===== src/rtl/ifetch_mem_responder_pkg.sv =====
// Shared constants and encodings for the instruction-fetch memory responder.
// Latency: n/a (declarations only).
// Backpressure: n/a.
package ifetch_mem_responder_pkg;

    localparam int XLEN = 32;

    // Address map: PC[31:28] selects the memory region.
    localparam logic [3:0] BIOS_REGION = 4'h4;
    localparam logic [3:0] IMEM_REGION = 4'h1;

    // Word returned for an unmapped or misaligned fetch (addi x0,x0,0).
    localparam logic [XLEN-1:0] NOP_INSTR = 32'h0000_0013;

    // The fetch reset vector sits at the base of the BIOS region.
    localparam logic [XLEN-1:0] RESET_PC = 32'h4000_0000;

    typedef enum logic [1:0] {
        RGN_ERR  = 2'd0,
        RGN_BIOS = 2'd1,
        RGN_IMEM = 2'd2
    } region_t;

    typedef enum logic [1:0] {
        ST_IDLE = 2'd0,
        ST_WAIT = 2'd1,
        ST_RESP = 2'd2
    } fsm_state_t;

    function automatic int max_int(input int a, input int b);
        return (a > b) ? a : b;
    endfunction

endpackage


===== src/rtl/ifetch_region_decode.sv =====
// Decodes a fetch PC into BIOS / IMEM / ERR region; misaligned PCs are ERR.
// Latency: combinational, 0 cycles.
// Backpressure: none (pure function of pc).
// Ports: pc (byte address in), region (decoded region out), err (region is ERR).
module ifetch_region_decode
    import ifetch_mem_responder_pkg::*;
(
    input  logic [XLEN-1:0] pc,
    output region_t         region,
    output logic            err
);

    // Only the region nibble and the alignment bits matter here.
    logic unused_pc_bits;
    assign unused_pc_bits = ^pc[27:2];

    always_comb begin
        region = RGN_ERR;
        if (pc[1:0] == 2'b00) begin
            if (pc[31:28] == BIOS_REGION) begin
                region = RGN_BIOS;
            end else if (pc[31:28] == IMEM_REGION) begin
                region = RGN_IMEM;
            end
        end
    end

    assign err = (region == RGN_ERR);

endmodule


===== src/rtl/ifetch_mem_responder.sv =====
// Memory-side responder for instruction fetch: decodes PC, drives BRAM word addresses, returns the word.
// Latency: accept -> resp_valid is 1 cycle for IMEM/ERR, 1+BIOS_WAIT cycles for BIOS.
// Backpressure: resp_ready low holds the response stable and drops req_ready; flush kills everything.
// Ports: clk/rst (sync, active-high); req_valid/req_pc/req_ready (PC request); flush (redirect);
//        resp_valid/resp_ready/resp_instr/resp_err (instruction return); bios_addr/bios_dout and
//        imem_addr/imem_dout (synchronous-read BRAMs); fetch_cnt/stall_cnt (perf counters).
// Build option: define IFETCH_PERF_CNT_EN to enable fetch_cnt/stall_cnt; otherwise both read 0.
module ifetch_mem_responder #(
    parameter int          BIOS_AW   = 12,
    parameter int          IMEM_AW   = 14,
    parameter int          BIOS_WAIT = 1,
    parameter logic [31:0] NOP_INSTR = ifetch_mem_responder_pkg::NOP_INSTR
) (
    input  logic               clk,
    input  logic               rst,
    input  logic               req_valid,
    input  logic [31:0]        req_pc,
    output logic               req_ready,
    input  logic               flush,
    output logic               resp_valid,
    input  logic               resp_ready,
    output logic [31:0]        resp_instr,
    output logic               resp_err,
    output logic [BIOS_AW-1:0] bios_addr,
    input  logic [31:0]        bios_dout,
    output logic [IMEM_AW-1:0] imem_addr,
    input  logic [31:0]        imem_dout,
    output logic [31:0]        fetch_cnt,
    output logic [31:0]        stall_cnt
);
    import ifetch_mem_responder_pkg::*;

    localparam int         AW_MAX    = max_int(BIOS_AW, IMEM_AW);
    localparam logic [3:0] WAIT_INIT = 4'((BIOS_WAIT > 0) ? BIOS_WAIT - 1 : 0);

    fsm_state_t  state_q;
    region_t     rgn_q;
    region_t     dec_rgn;
    logic        err_q;
    logic        dec_err;
    logic [31:0] pc_q;
    logic [31:0] hold_q;
    logic [31:0] addr_pc;
    logic [31:0] sel_dout;
    logic [3:0]  wcnt_q;
    logic        resp_vld_q;
    logic        first_q;
    logic        accept;
    logic        acc_to_wait;
    logic        unused_addr_bits;

    ifetch_region_decode u_decode (
        .pc     (req_pc),
        .region (dec_rgn),
        .err    (dec_err)
    );

    // Ready in IDLE, or in RESP when the current word is being consumed (back-to-back).
    assign req_ready   = !flush && ((state_q == ST_IDLE) ||
                                    ((state_q == ST_RESP) && resp_ready));
    assign accept      = req_valid && req_ready;
    assign acc_to_wait = (dec_rgn == RGN_BIOS) && (BIOS_WAIT != 0);

    // The BRAMs sample the new PC in the accept cycle; afterwards the latched PC keeps
    // the address stable so the read data stays valid through WAIT and RESP.
    assign addr_pc          = accept ? req_pc : pc_q;
    assign bios_addr        = addr_pc[BIOS_AW+1:2];
    assign imem_addr        = addr_pc[IMEM_AW+1:2];
    assign unused_addr_bits = ^{addr_pc[31:AW_MAX+2], addr_pc[1:0]};

    always_comb begin
        sel_dout = NOP_INSTR;
        case (rgn_q)
            RGN_BIOS: sel_dout = bios_dout;
            RGN_IMEM: sel_dout = imem_dout;
            default:  sel_dout = NOP_INSTR;
        endcase
    end

    // Only the first RESP cycle is guaranteed to see fresh BRAM data; later cycles
    // replay the captured copy so a decode stall sees a stable word.
    assign resp_valid = resp_vld_q && !flush;
    assign resp_instr = first_q ? sel_dout : hold_q;
    assign resp_err   = resp_valid && err_q;

    always_ff @(posedge clk) begin
        if (rst) begin
            state_q    <= ST_IDLE;
            rgn_q      <= RGN_ERR;
            err_q      <= 1'b0;
            pc_q       <= '0;
            hold_q     <= NOP_INSTR;
            wcnt_q     <= '0;
            resp_vld_q <= 1'b0;
            first_q    <= 1'b0;
        end else begin
            first_q <= 1'b0;
            if ((state_q == ST_RESP) && first_q) begin
                hold_q <= sel_dout;
            end

            if (flush) begin
                state_q    <= ST_IDLE;
                resp_vld_q <= 1'b0;
            end else if (accept) begin
                pc_q   <= req_pc;
                rgn_q  <= dec_rgn;
                err_q  <= dec_err;
                wcnt_q <= WAIT_INIT;
                if (acc_to_wait) begin
                    state_q    <= ST_WAIT;
                    resp_vld_q <= 1'b0;
                end else begin
                    state_q    <= ST_RESP;
                    resp_vld_q <= 1'b1;
                    first_q    <= 1'b1;
                end
            end else begin
                case (state_q)
                    ST_WAIT: begin
                        if (wcnt_q == 4'd0) begin
                            state_q    <= ST_RESP;
                            resp_vld_q <= 1'b1;
                            first_q    <= 1'b1;
                        end else begin
                            wcnt_q <= wcnt_q - 4'd1;
                        end
                    end
                    ST_RESP: begin
                        if (resp_ready) begin
                            state_q    <= ST_IDLE;
                            resp_vld_q <= 1'b0;
                        end
                    end
                    default: begin
                    end
                endcase
            end
        end
    end

`ifdef IFETCH_PERF_CNT_EN
    logic [31:0] fetch_q;
    logic [31:0] stall_q;

    always_ff @(posedge clk) begin
        if (rst) begin
            fetch_q <= '0;
            stall_q <= '0;
        end else begin
            if (accept) begin
                fetch_q <= fetch_q + 32'd1;
            end
            if (req_valid && !req_ready) begin
                stall_q <= stall_q + 32'd1;
            end
        end
    end

    assign fetch_cnt = fetch_q;
    assign stall_cnt = stall_q;
`else
    assign fetch_cnt = 32'h0;
    assign stall_cnt = 32'h0;
`endif

endmodule


===== config.mk =====
export PLATFORM = sky130hd
export DESIGN_NAME = ifetch_mem_responder
export DESIGN_NICKNAME = d
export VERILOG_FILES = /design/src/rtl/ifetch_mem_responder_pkg.sv /design/src/rtl/ifetch_region_decode.sv /design/src/rtl/ifetch_mem_responder.sv
export SDC_FILE = /design/constraint.sdc
export NUM_CORES = 1
export LEC_CHECK = 0
export CAP_MARGIN = 30
export CORE_MARGIN = 2
export CORE_UTILIZATION = 25
export DETAILED_ROUTE_END_ITERATION = 6
export HOLD_SLACK_MARGIN = 0.12
export SLEW_MARGIN = 20
export SYNTH_ARGS = -nofsm -noshare
export SYNTH_HDL_FRONTEND = slang
export SYNTH_SLANG_ARGS = --single-unit

===== constraint.sdc =====
create_clock -name clk -period 1.7 [get_ports clk]
set_input_delay 0.17 -clock clk [delete_from_list [all_inputs] [get_ports clk]]
set_output_delay 0.17 -clock clk [all_outputs]
set_load 0.02 [all_outputs]

# [Yosys cells after proc, flatten, opt, wreduce, memory -nomap -nowiden]
# Cells that the tools add are included.
[word_totals] ff_bits=59 input_bits=101 elab_cells=61
[op_classes] n_addsub=1 n_eq_ne=10 mux=22 bitwise=1 reduce_logical=18
[op_table] operator="$pmux W32 S2" count=1
[op_table] operator="$mux W32" count=1
[op_table] operator="$mux W16" count=1
[op_table] operator="$mux W2" count=7
[op_table] operator="$mux W4" count=3
[op_table] operator="$mux W1" count=7
[op_table] operator="$eq A2 B1 Y1 const B" count=3
[op_table] operator="$logic_and A1 B1 Y1" count=6
[op_table] operator="$logic_not A2 Y1" count=3
[op_table] operator="$ne A3 B3 Y1 const B" count=2
[op_table] operator="$reduce_and A3 Y1" count=2
[op_table] operator="$eq A2 B2 Y1 const B" count=2
[op_table] operator="$eq A4 B1 Y1 const B" count=1
[op_table] operator="$eq A4 B3 Y1 const B" count=1
[op_table] operator="$logic_not A4 Y1" count=1
[op_table] operator="$pmux W2 S2" count=1
[op_table] operator="$sub A4 B1 Y4 const B" count=1
[op_table] operator="$reduce_bool A3 Y1" count=1
[op_table] operator="$ne A2 B2 Y1 const B" count=1
[op_table] operator="$pmux W1 S2" count=1
[op_table] operator="$reduce_and A2 Y1" count=1
[op_table] operator="$reduce_bool A2 Y1" count=1
[op_table] operator="$reduce_or A2 Y1" count=1
[op_table] operator="$logic_not A1 Y1" count=1
[op_table] operator="other kinds (2)" count=2

# [Depth between registers and ports, before layout]
[logic_depth] ltp_word=7 mapped_depth=7 ltp_nobuf=6

# [Modules after synthesis]
# From an unflattened synthesis, not the netlist that was laid out.
[hier_totals] hier_cells=486 area_unflattened_um2=3858.7
[by_module_without_submodules] module="ifetch_mem_responder" instances=1 cells_per_inst=481 area_per_inst_um2=3807.4
[by_module_without_submodules] module="ifetch_region_decode" instances=1 cells_per_inst=5 area_per_inst_um2=51.3

# [Worst setup path after synthesis]
# Ideal clock, no wire load.
[synth_path] path_kind="reg2out" start="reg state_q[1]" end="out imem_addr[0]" arrival_time_ps=1675 path_slack_ps=-145 stages_incl_launch_ff=6 path_cell_list="dfxtp_1 buf_6 a2111oi_4 buf_6 mux2_2 buf_4"
[synth_via] elab_chain_cells=6 elab_cells_between_ends=7 cone_classes="eq/ne (1); mux (1); reduce/logical (5)"
[synth_rtl] item="from (decl)" line_no="ifetch_mem_responder.sv:36" rtl="fsm_state_t state_q;"
[synth_rtl] item="from (signal assigned)" line_no="ifetch_mem_responder.sv:88" rtl="state_q <= ST_IDLE;"
[synth_rtl] item="from (signal assigned)" line_no="ifetch_mem_responder.sv:103" rtl="state_q <= ST_IDLE;"
[synth_rtl] item="from (signal assigned)" line_no="ifetch_mem_responder.sv:111" rtl="state_q <= ST_WAIT;"
[synth_rtl] item="$eq A2 B2 Y1" line_no="ifetch_mem_responder.sv:60" rtl="((state_q == ST_RESP) && resp_ready));"
[synth_rtl] item="$logic_and A1 B1 Y1" line_no="ifetch_mem_responder.sv:60"
[synth_rtl] item="$logic_or A1 B1 Y1 *" line_no="ifetch_mem_responder.sv:59" rtl="assign req_ready = !flush && ((state_q == ST_IDLE) ||"
[synth_rtl] item="$logic_and A1 B1 Y1 *" line_no="ifetch_mem_responder.sv:59"
[synth_rtl] item="$logic_and A1 B1 Y1 *" line_no="ifetch_mem_responder.sv:61" rtl="assign accept = req_valid && req_ready;"
[synth_rtl] item="$mux W16 *"
[synth_rtl] item="to (decl)" line_no="ifetch_mem_responder.sv:26" rtl="output logic [IMEM_AW-1:0] imem_addr,"
# Every way passes the cells marked *; elsewhere a longest branch is shown, timed or not.

# [Worst setup path in the final report]
[layout_path] start="reg rgn_q[0]" end="out resp_instr[6]"
[layout_via] elab_chain_cells=3 elab_cells_between_ends=4 cone_classes="eq/ne (2); mux (2)"
[layout_rtl] item="from (decl)" line_no="ifetch_mem_responder.sv:37" rtl="region_t rgn_q;"
[layout_rtl] item="from (signal assigned)" line_no="ifetch_mem_responder.sv:107" rtl="rgn_q <= dec_rgn;"
[layout_rtl] item="$eq A2 B2 Y1 or $eq A2 B1 Y1 (tied branches)" line_no="ifetch_mem_responder.sv:73" rtl="case (rgn_q)"
[layout_rtl] item="$pmux W32 S2 *" line_no="ifetch_mem_responder.sv:73"
[layout_rtl] item="$mux W32 *" line_no="ifetch_mem_responder.sv:83" rtl="assign resp_instr = first_q ? sel_dout : hold_q;"
[layout_rtl] item="to (decl)" line_no="ifetch_mem_responder.sv:22" rtl="output logic [31:0] resp_instr,"
# Marked as above.

==> run summary <==
Top FF cell, synth: dfxtp_1
Inst Count DP: 760
PwrDens: 505 mW/mm2
PnR worst setup slack: -0.355 ns
CP required: 1.53 ns
Reg-to-Reg Start: rgn_q[0]
Arr. time, crit path: 1.88 ns
EDFF count, synth: 0
Final setup skew: 0.00568 ns
All-Layer GR Usage: 14.7%
TritonRoute pass-1 iters: 4
Initial antenna violation count: 0
Vias in the first global route: 3489
Grt total ovfl: 0
Inserted Clock Buffers: 5
Port Buffers: 149
CTS Hold Buffers Added: 0
Worst slew pin tran: 0.505 ns
Failing checks: setup timing
Non-filler instance count after layout: 827
Cells after Synth: 431
CP Launch Type: flop
Syn avg cell area: 8.26 um2
Core ar.: 0.0139 mm2
Residual DRC: 0
Final min period: 2.05 ns
Critical path class: flop to primary output
Die area: 0.0152 mm2
Xor and xnor area share after synthesis: 0.738%
Post-synthesis cell type count: 37
Synth top area share: 31.5%
Yosys warnings: 0
WHS Path Cells: 3
Clk_lat worst skew: 0.29 ns
Die Y: 123 um
Fraction of layout cells with a size suffix above 1: 45.6%
ANT cells: 0
Worst R2R Setup Slack: -0.09 ns
Row count: 43
# Max-Cap Violations: 0
Final setup violation count: 65
Mux share of post-synthesis cell area: 13.6%
Yosys reg bits: 56
Ys async rst share: 0%
CTS tree: done
RR Endpoint: hold_q[1]
First-pass GRT wire length: 17400 um
RSZ-0062 raised after global routing: true
Worst Hold Class: input port to flop
I/O pin total: 226
Vias per inst: 4.40
Cells on worst reg2reg path: 8
Initial core utilization: 25.6%
Adder-cell area share of the yosys netlist: 1.41%
H-tree Lvls: 2
Largest family of logic cells by synthesized area: buffers and inverters
Clock Sink Count: 56
Fmax: 487 MHz
CTS Root Cell: clkbuf_16
Fin nets: 751
Routed Antenna Nets: 0
Area occupied by registers: 0.00113 mm2
Relative slew slack: 66.3%
Seq/Total Area, Yosys: 31.5%
WHS: 0.339 ns
Hold Path End: state_q[1]
Simple-Gate Fraction of Synth Area: 17.0%
Fill cell count: 1231
Final period util: 121%
Clock Tree Buf Depth: 2
Worst Setup End Kind: primary output
Worst vdd ir: 408 uV
Mapped cell area: 0.00356 mm2
Final Slew Violations: 0
Hold path startpoint: flush
Final hold vios: 0
Via count: 3642
GPL Wtd Cong: 0.743
Multi-input combinational cell area: 0.00243 mm2
Cell taking the most area after synthesis: dfxtp_1
Post-Route WL: 12400 um
Iter 0 DRT Violations: 106
DR WL/cell: 15.0 um
Post-synthesis compound-gate area fraction: 14.8%
Leak: 2.72 nW
Main area contributors after synthesis: dfxtp_1 31%, buf_4 16%, mux2_2 14%
Status: complete, but fails checks
DP HPWL: 7220 um
Worst-path clk slew: 0.07 ns
Area Growth Syn to Fin: 87.6%
Die X: 123 um
Crit Path Max Fanout: 7
Largest net degree at the start of global routing: 35
Yosys cell counts, types with 3 or more instances:
| cell type | n |
|---|---|
| a211o_1 | 3 |
| mux2_2 | 43 |
| a21oi_1 | 36 |
| clkbuf_1 | 26 |
| nor2b_1 | 15 |
| ha_1 | 4 |
| nor2_1 | 37 |
| buf_4 | 76 |
| nand3_1 | 3 |
| a211oi_1 | 3 |
| xor2_1 | 3 |
| a22oi_1 | 29 |
| nand2_1 | 60 |
| dfxtp_1 | 56 |
| a221oi_1 | 3 |
| inv_1 | 5 |
| nor3_1 | 4 |
power breakdown:
part / switching (W) / internal (W) / leakage, nW
combinational: 0.000379 / 0.000405 / 2.18
sequential: 0.00000696 / 0.00133 / 0.456
clock: 0.000476 / 0.000777 / 0.0901
total: 0.000862 / 0.00251 / 2.72
flip-flops by register name, indices dropped and copies added, names as in the netlist:
signal and flops:
hold_q 32, pc_q 14, wcnt_q 4, rgn_q 2
state_q 2, err_q 1, first_q 1
metal layers:
metal	wire length [um]	track usage (%)	vias to the layer above	part of all wire [%]
met5	0	0	-	0
met4	121	2.77	0	0.98
met3	931	3.41	10	7.5
met2	6610	28.0	169	53
met1	4720	16.5	1722	38
li1	-	-	1741	-
cell families (layout without fill, tap and decap cells):
| logic type | Yosys count | count (layout) |
|---|---|---|
| xor+xnor | 3 | 3 |
| compound gates | 79 | 79 |
| mux | 43 | 43 |
| other cells | 1 | 64 |
| buf+inv | 113 | 266 |
| fa+ha+maj | 4 | 4 |
| flops | 56 | 56 |
| simple gates | 132 | 132 |
per-stage QoR:
stage	power, W	utilization [%]	setup TNS, ns	instance area (um2)	worst slack [ns]
5_1_grt	0.00352	48.1	-20.39	6680	-0.419
3_3_place_gp	0.00202	37.5	-33.62	5210	-0.690
4_1_cts	0.00328	43.4	-17.15	6030	-0.460
2_1_floorplan	0.00184	-	-1.83	3860	-0.135
6_report	0.00337	48.1	-16.49	6680	-0.355
3_5_place_dp	0.00203	37.5	-33.81	5210	-0.693
how the worst max path moves through the flow:
stage	start	to	slack (ns)	cells past startpoint
2_1_floorplan	state_q[1]	pc_q[14]	-0.14	5
3_3_place_gp	req_valid	imem_addr[3]	-0.69	6
5_1_grt	rgn_q[0]	resp_instr[6]	-0.42	8
6_report	rgn_q[0]	resp_instr[6]	-0.35	8
3_5_place_dp	req_valid	bios_addr[3]	-0.69	6
4_1_cts	req_valid	imem_addr[5]	-0.46	6
worst max-delay path: stages (launching register included):
cell and delay (ns):
dfxtp_4 0.37, inv_2 0.04, ha_4 0.21, buf_8 0.16, buf_6 0.13, a22oi_2 0.20
nor2_2 0.08, mux2_4 0.27, buf_6 0.14
timing repair:
item / CTS / global route
endpoints found under the setup margin: 64 / 90
pin swaps: 16 / 55
gates resized for setup: 366 / 151
hold endpoints to repair: 0 / 0
gates cloned: 5 / 1
setup buffers: 28 / 29
placed cells by master, fill, tap and decap left out, types with 10 or more instances in the layout:
cell type and count:
conb_1 64, a21oi_1 33, nor2b_1 11, dfxtp_1 52, buf_12 10, nor2_1 12, buf_4 57, mux2_4 43
clkdlybuf4s50_1 85, nor2_2 25, nand2_1 58, buf_6 84, a22oi_2 29
layout make-up:
type                       count  share of cell area, %
inverter                       6                  0.337
clock buffer                   7                   2.29
clock inverter                 1                  0.450
tap                          180                   3.37
sequential                    56                   16.9
timing repair buffer         252                   40.2
multi-input combinational    325                   36.5
No activity file was read; power rests on OpenSTA's default activity.
